File: src/rtl/adc_xy_line_pkg.sv
// Shared types for the vector line source.
// Vertex bundle, FSM state codes and arithmetic widths.
package adc_xy_line_pkg;

   localparam int COORD_BITS = 10;
   localparam int ERR_BITS   = COORD_BITS + 2;

   typedef logic [0:0] state_t;

   localparam state_t IDLE = 1'b0;
   localparam state_t DRAW = 1'b1;

   typedef struct packed {
      logic [COORD_BITS-1:0] x;
      logic [COORD_BITS-1:0] y;
      logic                  move;
      logic [2:0]            color;
   } vertex_t;

endpackage

File: src/rtl/adc_xy_line_gen_bresenham_step.sv
// One Bresenham step: advance the pen by at most one
// unit in x and y, update the error term, flag the end.
module bresenham_step #(
   parameter int DATA_BITS = 10
) (
   input  logic [DATA_BITS-1:0]        x,
   input  logic [DATA_BITS-1:0]        y,
   input  logic [DATA_BITS-1:0]        x_end,
   input  logic [DATA_BITS-1:0]        y_end,
   input  logic signed [DATA_BITS+1:0] err,
   input  logic signed [DATA_BITS+1:0] dx,
   input  logic signed [DATA_BITS+1:0] dy,
   input  logic                        sx,
   input  logic                        sy,
   output logic [DATA_BITS-1:0]        x_next,
   output logic [DATA_BITS-1:0]        y_next,
   output logic signed [DATA_BITS+1:0] err_next,
   output logic                        at_end
);

   localparam logic [DATA_BITS-1:0] ONE = DATA_BITS'(1);

   logic signed [DATA_BITS+2:0] e2;
   logic                        step_x;
   logic                        step_y;

   assign e2     = {err, 1'b0};
   assign step_x = (e2 >= dy);
   assign step_y = (e2 <= dx);

   // Apply the x and y adjustments independently; both may fire.
   always_comb begin
      err_next = err;
      x_next   = x;
      y_next   = y;
      if (step_x) begin
         err_next = err_next + dy;
         x_next   = sx ? x - ONE : x + ONE;
      end
      if (step_y) begin
         err_next = err_next + dx;
         y_next   = sy ? y - ONE : y + ONE;
      end
   end

   assign at_end = (x_next == x_end) && (y_next == y_end);

endmodule

File: src/rtl/adc_xy_line_gen.sv
// Vector line source: walks Bresenham segments between
// pushed vertices, one x/y/colour sample per enabled cycle.
module adc_xy_line_gen
   import adc_xy_line_pkg::*;
#(
   parameter int DATA_BITS = COORD_BITS
) (
   input  logic                 clk,
   input  logic                 reset,
   input  logic                 enable,
   input  logic                 v_valid,
   output logic                 v_ready,
   input  logic [DATA_BITS-1:0] v_x,
   input  logic [DATA_BITS-1:0] v_y,
   input  logic                 v_move,
   input  logic [2:0]           v_color,
   output logic [DATA_BITS-1:0] x,
   output logic [DATA_BITS-1:0] y,
   output logic                 red,
   output logic                 grn,
   output logic                 blu,
   output logic                 busy
);

   state_t                      state;
   vertex_t                     vin;
   logic [DATA_BITS-1:0]        x_end;
   logic [DATA_BITS-1:0]        y_end;
   logic signed [DATA_BITS+1:0] err;
   logic signed [DATA_BITS+1:0] dx;
   logic signed [DATA_BITS+1:0] dy;
   logic                        sx;
   logic                        sy;
   logic [2:0]                  color;

   logic [DATA_BITS-1:0]        dx_abs;
   logic [DATA_BITS-1:0]        dy_abs;
   logic signed [DATA_BITS+1:0] dx_new;
   logic signed [DATA_BITS+1:0] dy_new;
   logic [DATA_BITS-1:0]        x_next;
   logic [DATA_BITS-1:0]        y_next;
   logic signed [DATA_BITS+1:0] err_next;
   logic                        at_end;

   assign vin = '{x: v_x, y: v_y, move: v_move, color: v_color};

   assign v_ready = (state == IDLE) && enable && !reset;
   assign busy    = (state == DRAW);

   // Segment set-up terms from the current pen position.
   always_comb begin
      dx_abs = (vin.x >= x) ? vin.x - x : x - vin.x;
      dy_abs = (vin.y >= y) ? vin.y - y : y - vin.y;
      dx_new = $signed({2'b00, dx_abs});
      dy_new = -$signed({2'b00, dy_abs});
   end

   bresenham_step #(.DATA_BITS(DATA_BITS)) u_step (
      .x        (x),
      .y        (y),
      .x_end    (x_end),
      .y_end    (y_end),
      .err      (err),
      .dx       (dx),
      .dy       (dy),
      .sx       (sx),
      .sy       (sy),
      .x_next   (x_next),
      .y_next   (y_next),
      .err_next (err_next),
      .at_end   (at_end)
   );

   // FSM, pen position and sample registers; all hold while enable is low.
   always_ff @(posedge clk) begin
      if (reset) begin
         state <= IDLE;
         x     <= '0;
         y     <= '0;
         red   <= 1'b0;
         grn   <= 1'b0;
         blu   <= 1'b0;
         x_end <= '0;
         y_end <= '0;
         err   <= '0;
         dx    <= '0;
         dy    <= '0;
         sx    <= 1'b0;
         sy    <= 1'b0;
         color <= '0;
      end else if (enable) begin
         unique case (state)
            IDLE: begin
               {red, grn, blu} <= 3'b000;
               if (v_valid) begin
                  if (vin.move) begin
                     x <= vin.x;
                     y <= vin.y;
                  end else if (vin.x == x && vin.y == y) begin
                     {red, grn, blu} <= vin.color;
                  end else begin
                     x_end <= vin.x;
                     y_end <= vin.y;
                     dx    <= dx_new;
                     dy    <= dy_new;
                     err   <= dx_new + dy_new;
                     sx    <= (vin.x < x);
                     sy    <= (vin.y < y);
                     color <= vin.color;
                     state <= DRAW;
                  end
               end
            end
            DRAW: begin
               x   <= x_next;
               y   <= y_next;
               err <= err_next;
               {red, grn, blu} <= color;
               if (at_end) begin
                  state <= IDLE;
               end
            end
            default: state <= IDLE;
         endcase
      end
   end

endmodule

File: config.mk
export PLATFORM = sky130hd
export DESIGN_NAME = adc_xy_line_gen
export DESIGN_NICKNAME = d
export VERILOG_FILES = /design/src/rtl/adc_xy_line_pkg.sv /design/src/rtl/adc_xy_line_gen_bresenham_step.sv /design/src/rtl/adc_xy_line_gen.sv
export SDC_FILE = /design/constraint.sdc
export NUM_CORES = 1
export LEC_CHECK = 0
export ABC_AREA = 1
export CORE_UTILIZATION = 30
export DETAILED_ROUTE_END_ITERATION = 7
export GPL_TIMING_DRIVEN = 0
export SLEW_MARGIN = 20
export SYNTH_ARGS = -nofsm -noshare
export SYNTH_HDL_FRONTEND = slang
export SYNTH_HIERARCHICAL = 1
export SYNTH_SLANG_ARGS = --single-unit
File: constraint.sdc
create_clock -name clk -period 6.25 [get_ports clk]
set_clock_uncertainty 0.05 [all_clocks]
set_input_delay 0.9375 -clock clk [delete_from_list [all_inputs] [get_ports clk]]
set_output_delay 0.9375 -clock clk [all_outputs]
set_load 0.01 [all_outputs]
==> flow_summary.toml, run 1 <==
[route]
drtPass1Iterations = 6
routed_wl_um = 29990
wl_per_cell_um = 15.28
num_vias = 9803
drt_iter0_drc = 780
vias_per_cell = 4.996
drc = 0
ant_nets = 0

[power_and_ir_drop]
leakage_nw = 5.336
ir_drop_v = 0.0001470
finalPower_mw = 2.816
powerDensity_nw_per_um2 = 262.2

[yosys]
netlist_area_um2 = 9393
synth_most_common_cell = "nand2_1"
async_flop_share_pct = 0
ys_top_cells_by_area = "dfxtp_1, nand2_1, ha_1"
synth_common_cells = "nand2_1, inv_1, ha_1, a21oi_1, o21ai_0"
ys_warn_count = 6
synth_seq_cells = 83
ys_types = 50
postSynthAreaPerCell_um2 = 6.287
synth_top_area_share_pct = 17.69
yosysTopAreaCell = "dfxtp_1"
synth_cells = 1494
ys.flop_type = "dfxtp_1"
synth_edf_count = 0
seq_area_frac_synth_pct = 17.69

[flow_run]
maxCapViolCount = 0

[critical_path]
startpoint_type = "input port"
critPathKind = "input port to flop"
r2r_setup_slack_ps = 1390
cpPeakStageDelay_ps = 630
cp_max_fo = 9
crit_required_ps = 6410
worstSetupEndpointType = "flop"
cp_slowest_cell = "clkdlybuf4s50_1"
cp.arrival_ps = 5530
cp_common_cell = "nand2_1"

[sta]
report.final.slew_viol_count = 0
finalSetupTns_ps = 0
max_freq_mhz = 186.2
hold_slack_ps = 406.9
worst_pin_slew_ps = 783.0
min_period_over_period_pct = 85.92
period_needed_ps = 5370
setup_viol = 0
relSlewSlack_pct = 47.80
finalHoldViolations = 0
rsz0062_at_grt = "false"

[layout]
multiInputGateArea_um2 = 6673
ff_latch_area_um2 = 1662
syn2layout_area_growth_pct = 14.36
diodes = 0
finalNetCount = 1710
drive_gt1_share_pct = 4.853
fin_util_pct = 35.02
fill_cells = 3331

[min_path]
hold_path.class = "flop to flop"

[outcome]
outcome = "completed"

[floorplan]
row_count = 64
pin_count = 53
start_util_pct = 30.63
dieHeight_um = 178.9
core_um2 = 30670
die_area_um2 = 32020
die_x_um = 178.9

[clocking]
ctsResizeCount = 0
clock_latency_ps = 360
cts_root_buf = "clkbuf_16"
cts_sinks = 83
post_cts_buffers = 0
hold_buffers = 0
cts-htree-levels = 3
cts_tree = "built"
clk_pin_slew_ps = 60
cts_buffer_depth = 2
cts_buffers = 9

[place]
port_buffers = 52
dp_hpwl_um = 24220
gp_congestion = 0.9062

[global_routing]
grt_max_degree = 15
grt.total_usage_pct = 19.13
antenna_found_initial = 0
grt_overflow_total = 0
grt_pass1_vias = 9249
grt_pass1_wl_um = 47730
==> critical path, delay by kind of cell <==
family | cells | cell delay [ps]
fa+ha+maj | 2 | 750
xor+xnor | 1 | 240
simple gates | 14 | 1710
compound gates | 6 | 970
buf+inv | 4 | 920
==> path summary, 6_finish.rpt <==
check                        start                    end  cells after the start
min reg2reg  color[0]$_SDFFE_PP0P_  color[0]$_SDFFE_PP0P_                      2
max reg2reg      x[0]$_SDFFE_PP0P_   err[11]$_SDFFE_PP0P_                     30
min          color[0]$_SDFFE_PP0P_  color[0]$_SDFFE_PP0P_                      2
max                         v_x[7]   err[11]$_SDFFE_PP0P_                     27
==> report_power, final <==
part	switching, mW	internal [mW]
sequential	0.0605	0.563
combinational	1.03	0.575
clock	0.238	0.352
total	1.33	1.49
==> sequential cells by signal, indices dropped and copies added (netlist names), 3 cells and up <==
| signal | flops |
|---|---|
| color | 3 |
| y | 10 |
| err | 12 |
| x | 10 |
| x_end | 10 |
| dx | 10 |
| y_end | 10 |
| dy | 12 |
==> cells in the final DEF (no fill, tap or decap), drive strengths merged, types with 2 or more instances in the layout <==
cell type	instances
clkinv	4
nor3	8
o21ai	103
ha	112
o21bai	14
xor2	42
mux2i	2
nand2	451
nor2	81
a21oi	106
xnor2	15
a31oi	31
nand3	88
a211oi	5
o211ai	8
a21o	5
fa	9
clkdlybuf4s50	52
dfxtp	83
o21a	2
conb	5
nand4	25
bufinv	2
or2	4
inv	235
nand3b	17
buf	12
clkbuf	38
a221oi	2
==> logic make-up (layout without fill, tap and decap cells) <==
kind of cell	Yosys count	after routing	synth area share, %
adders and majority gates	121	121	16.84
xor gates and xnor gates	57	57	5.315
buffers and inverters	276	344	11.43
DFF	83	83	17.69
and+or+nand+nor	675	675	31.76
other	1	5	0.03992
muxes	2	2	0.2131
AOI/OAI and AO/OA	279	279	16.72
==> routing by layer <==
metal,GRT usage [%],wire (um),up-vias,part of all wire (%)
met2,33.04,14140,233,47
li1,-,-,4970,-
met1,24.67,13730,4560,46
met5,0,0,-,0
met4,6.568,785,0,2.6
met3,1.760,1337,40,4.5
==> layout make-up <==
class,instances,area share [%]
multi-input cells,1139,62.12
repair buffers,52,4.846
clock buffers,10,2.132
plain buffers,40,1.747
clock inverters,6,0.8270
flip-flops and latches,83,15.47
inverters,236,8.247
well taps,396,4.613
==> per-stage QoR <==
stage	cells	worst slack [ps]	area, um2
2_1_floorplan	1498	1903	9408
3_3_place_gp	1946	679.9	10420
3_5_place_dp	1946	633.8	10420
4_1_cts	1962	905.6	10740
5_1_grt	1962	544.9	10740
6_report	1962	879.8	10740
Note: power is estimated with default switching activity, not from simulation.
==> run 2, diff against run 1 <==
- CORE_MARGIN: default -> 3
==> run 2 against run 1 <==
  * Worst setup slack worse by 32 ps
  * Total power is 1.3% higher
  * Clock power rose by 7.5%
  * Count of clock-buffer cells in the layout increased by 1
  * Die area rose by 4.5%
==> flow_summary.toml, run 2 (same netlist as run 1, synthesis figures left out) <==
[layout]
syn2layout_area_growth_pct = 14.71
reg.largest.list = "dy (12), err (12)"
drive_gt1_share_pct = 4.853
fin_util_pct = 35.04
layout_common_cells = "nand2_1, inv_1, ha_1"
finalNetCount = 1710
diodes = 0
mostFrequentLayoutCell = "nand2_1"

[route]
routed_wl_um = 29780
num_vias = 9802
drtPass1Iterations = 8
wl_per_cell_um = 15.18
ant_nets = 0
drt_iter0_drc = 799
vias_per_cell = 4.996
drc = 0

[critical_path]
cp_max_fo = 9
cp_common_cell = "nand2_1"
cp.arrival_ps = 5560
startpoint_type = "input port"
critPathKind = "input port to flop"
cp_slowest_cell = "clkdlybuf4s50_1"
cpPeakStageDelay_ps = 520
crit_required_ps = 6410
r2r_setup_slack_ps = 1380
path_delay_family = "simple AND/OR/NAND/NOR gates"
crit_buf_inv = 6
worstSetupEndpointType = "flop"

[sta]
relSlewSlack_pct = 47.26
finalSetupTns_ps = 0
finalHoldViolations = 0
report.final.slew_viol_count = 0
setup_viol = 0
max_freq_mhz = 185.1
rsz0062_at_grt = "false"
min_period_over_period_pct = 86.43
worst_pin_slew_ps = 791.0
period_needed_ps = 5402

[place]
gp_congestion = 0.9119
dp_hpwl_um = 24180
port_buffers = 52

[clocking]
ctsResizeCount = 0
cts_buffers = 9
cts_root_buf = "clkbuf_16"
cts_sinks = 83
cts_buffer_depth = 2
clock_latency_ps = 350
post_cts_buffers = 0
cts_tree = "built"
cts-htree-levels = 3
hold_buffers = 0
clk_pin_slew_ps = 60

[power_and_ir_drop]
ir_drop_v = 0.0001294
p_comb_share_pct = 55.9
p_sw_mw = 1.311
leakage_nw = 5.352
powerDensity_nw_per_um2 = 264.7
p_clk_share_pct = 22.2
power.internal_mw = 1.541
p_sw_share_pct = 45.97
pwr-share-seq_pct = 21.8

[floorplan]
row_count = 64
core_um2 = 30750
pin_count = 53
die_x_um = 182.9
die_area_um2 = 33470
dieHeight_um = 182.9
start_util_pct = 30.55

[global_routing]
grt.total_usage_pct = 17.55
antenna_found_initial = 0
grt_max_degree = 15
grt_overflow_total = 0
grt_pass1_vias = 9128
grt_pass1_wl_um = 47440

[outcome]
outcome = "completed"

[min_path]
hold_path.class = "flop to flop"

[flow_run]
maxCapViolCount = 0
-- run 2: changes by cell type in the layout (fill, tap and decap cells not counted) --
cell,previous run,this run
clkinvlp_4,1,0
clkinv_2,2,0
clkbuf_8,0,1
inv_8,1,0
bufinv_16,2,3
clkinv_4,0,1
inv_6,0,1
-- run 2: area by class of cell --
type / instances / area, um2
plain buffers: 40 / 187.7
repair buffers: 52 / 520.5
fillers: 3425 / 19980
clock buffers: 11 / 242.7
flip-flops and latches: 83 / 1662
multi-input cells: 1139 / 6673
well taps: 396 / 495.5
clock inverters: 5 / 107.6
inverters: 236 / 885.9
-- run 2: power by group through the flow --
stage / Sequential (mW) / Combinational (mW) / Clock, mW
after floorplan: 0.613 / 1.17 / 0
after global placement: 0.634 / 1.54 / 0
after detailed placement: 0.634 / 1.57 / 0
after CTS: 0.623 / 1.58 / 0.644
after global routing: 0.629 / 1.79 / 0.664
final: 0.623 / 1.59 / 0.634
-- run 2: path summary, 6_finish.rpt --
path              cells past startpoint                    end             startpoint
setup / recovery                     32   err[11]$_SDFFE_PP0P_                 v_x[0]
hold / removal                        2  color[1]$_SDFFE_PP0P_  color[1]$_SDFFE_PP0P_
hold reg to reg                       2  color[1]$_SDFFE_PP0P_  color[1]$_SDFFE_PP0P_
setup reg to reg                     30   err[11]$_SDFFE_PP0P_      x[0]$_SDFFE_PP0P_
-- run 2: metrics by stage --
step / setup slack (ps) / cells / instance area [um2] / power [mW] / hold WS [ps]
floorplan: 1903 / 1498 / 9408 / 1.782 / 373.7
global placement: 658.0 / 1946 / 10420 / 2.175 / 387.0
detailed placement: 608.4 / 1946 / 10420 / 2.204 / 394.1
CTS: 892.0 / 1962 / 10770 / 2.848 / 402.3
global route: 299.5 / 1962 / 10770 / 3.083 / 422.1
finish: 848.2 / 1962 / 10770 / 2.852 / 412.6
-- run 2: tightest hold or removal path, cell delays in order (launching register included) --
cell	delay, ps
dfxtp_1	320
inv_1	50
a21oi_1	50
-- run 2: metal layers --
metal / vias to the layer above / global-route usage [%] / routed length, um
met5: - / 0 / 0
met4: 0 / 4.205 / 533
met3: 23 / 1.448 / 1301
li1: 4996 / - / -
met1: 4545 / 23.74 / 13800
met2: 238 / 30.41 / 14140
==> run 3, diff against run 2 <==
- CTS_CLUSTER_DIAMETER: default -> 50
==> results of run 3 <==
No change in the layout: final DEF, timing and power equal those of run 2.
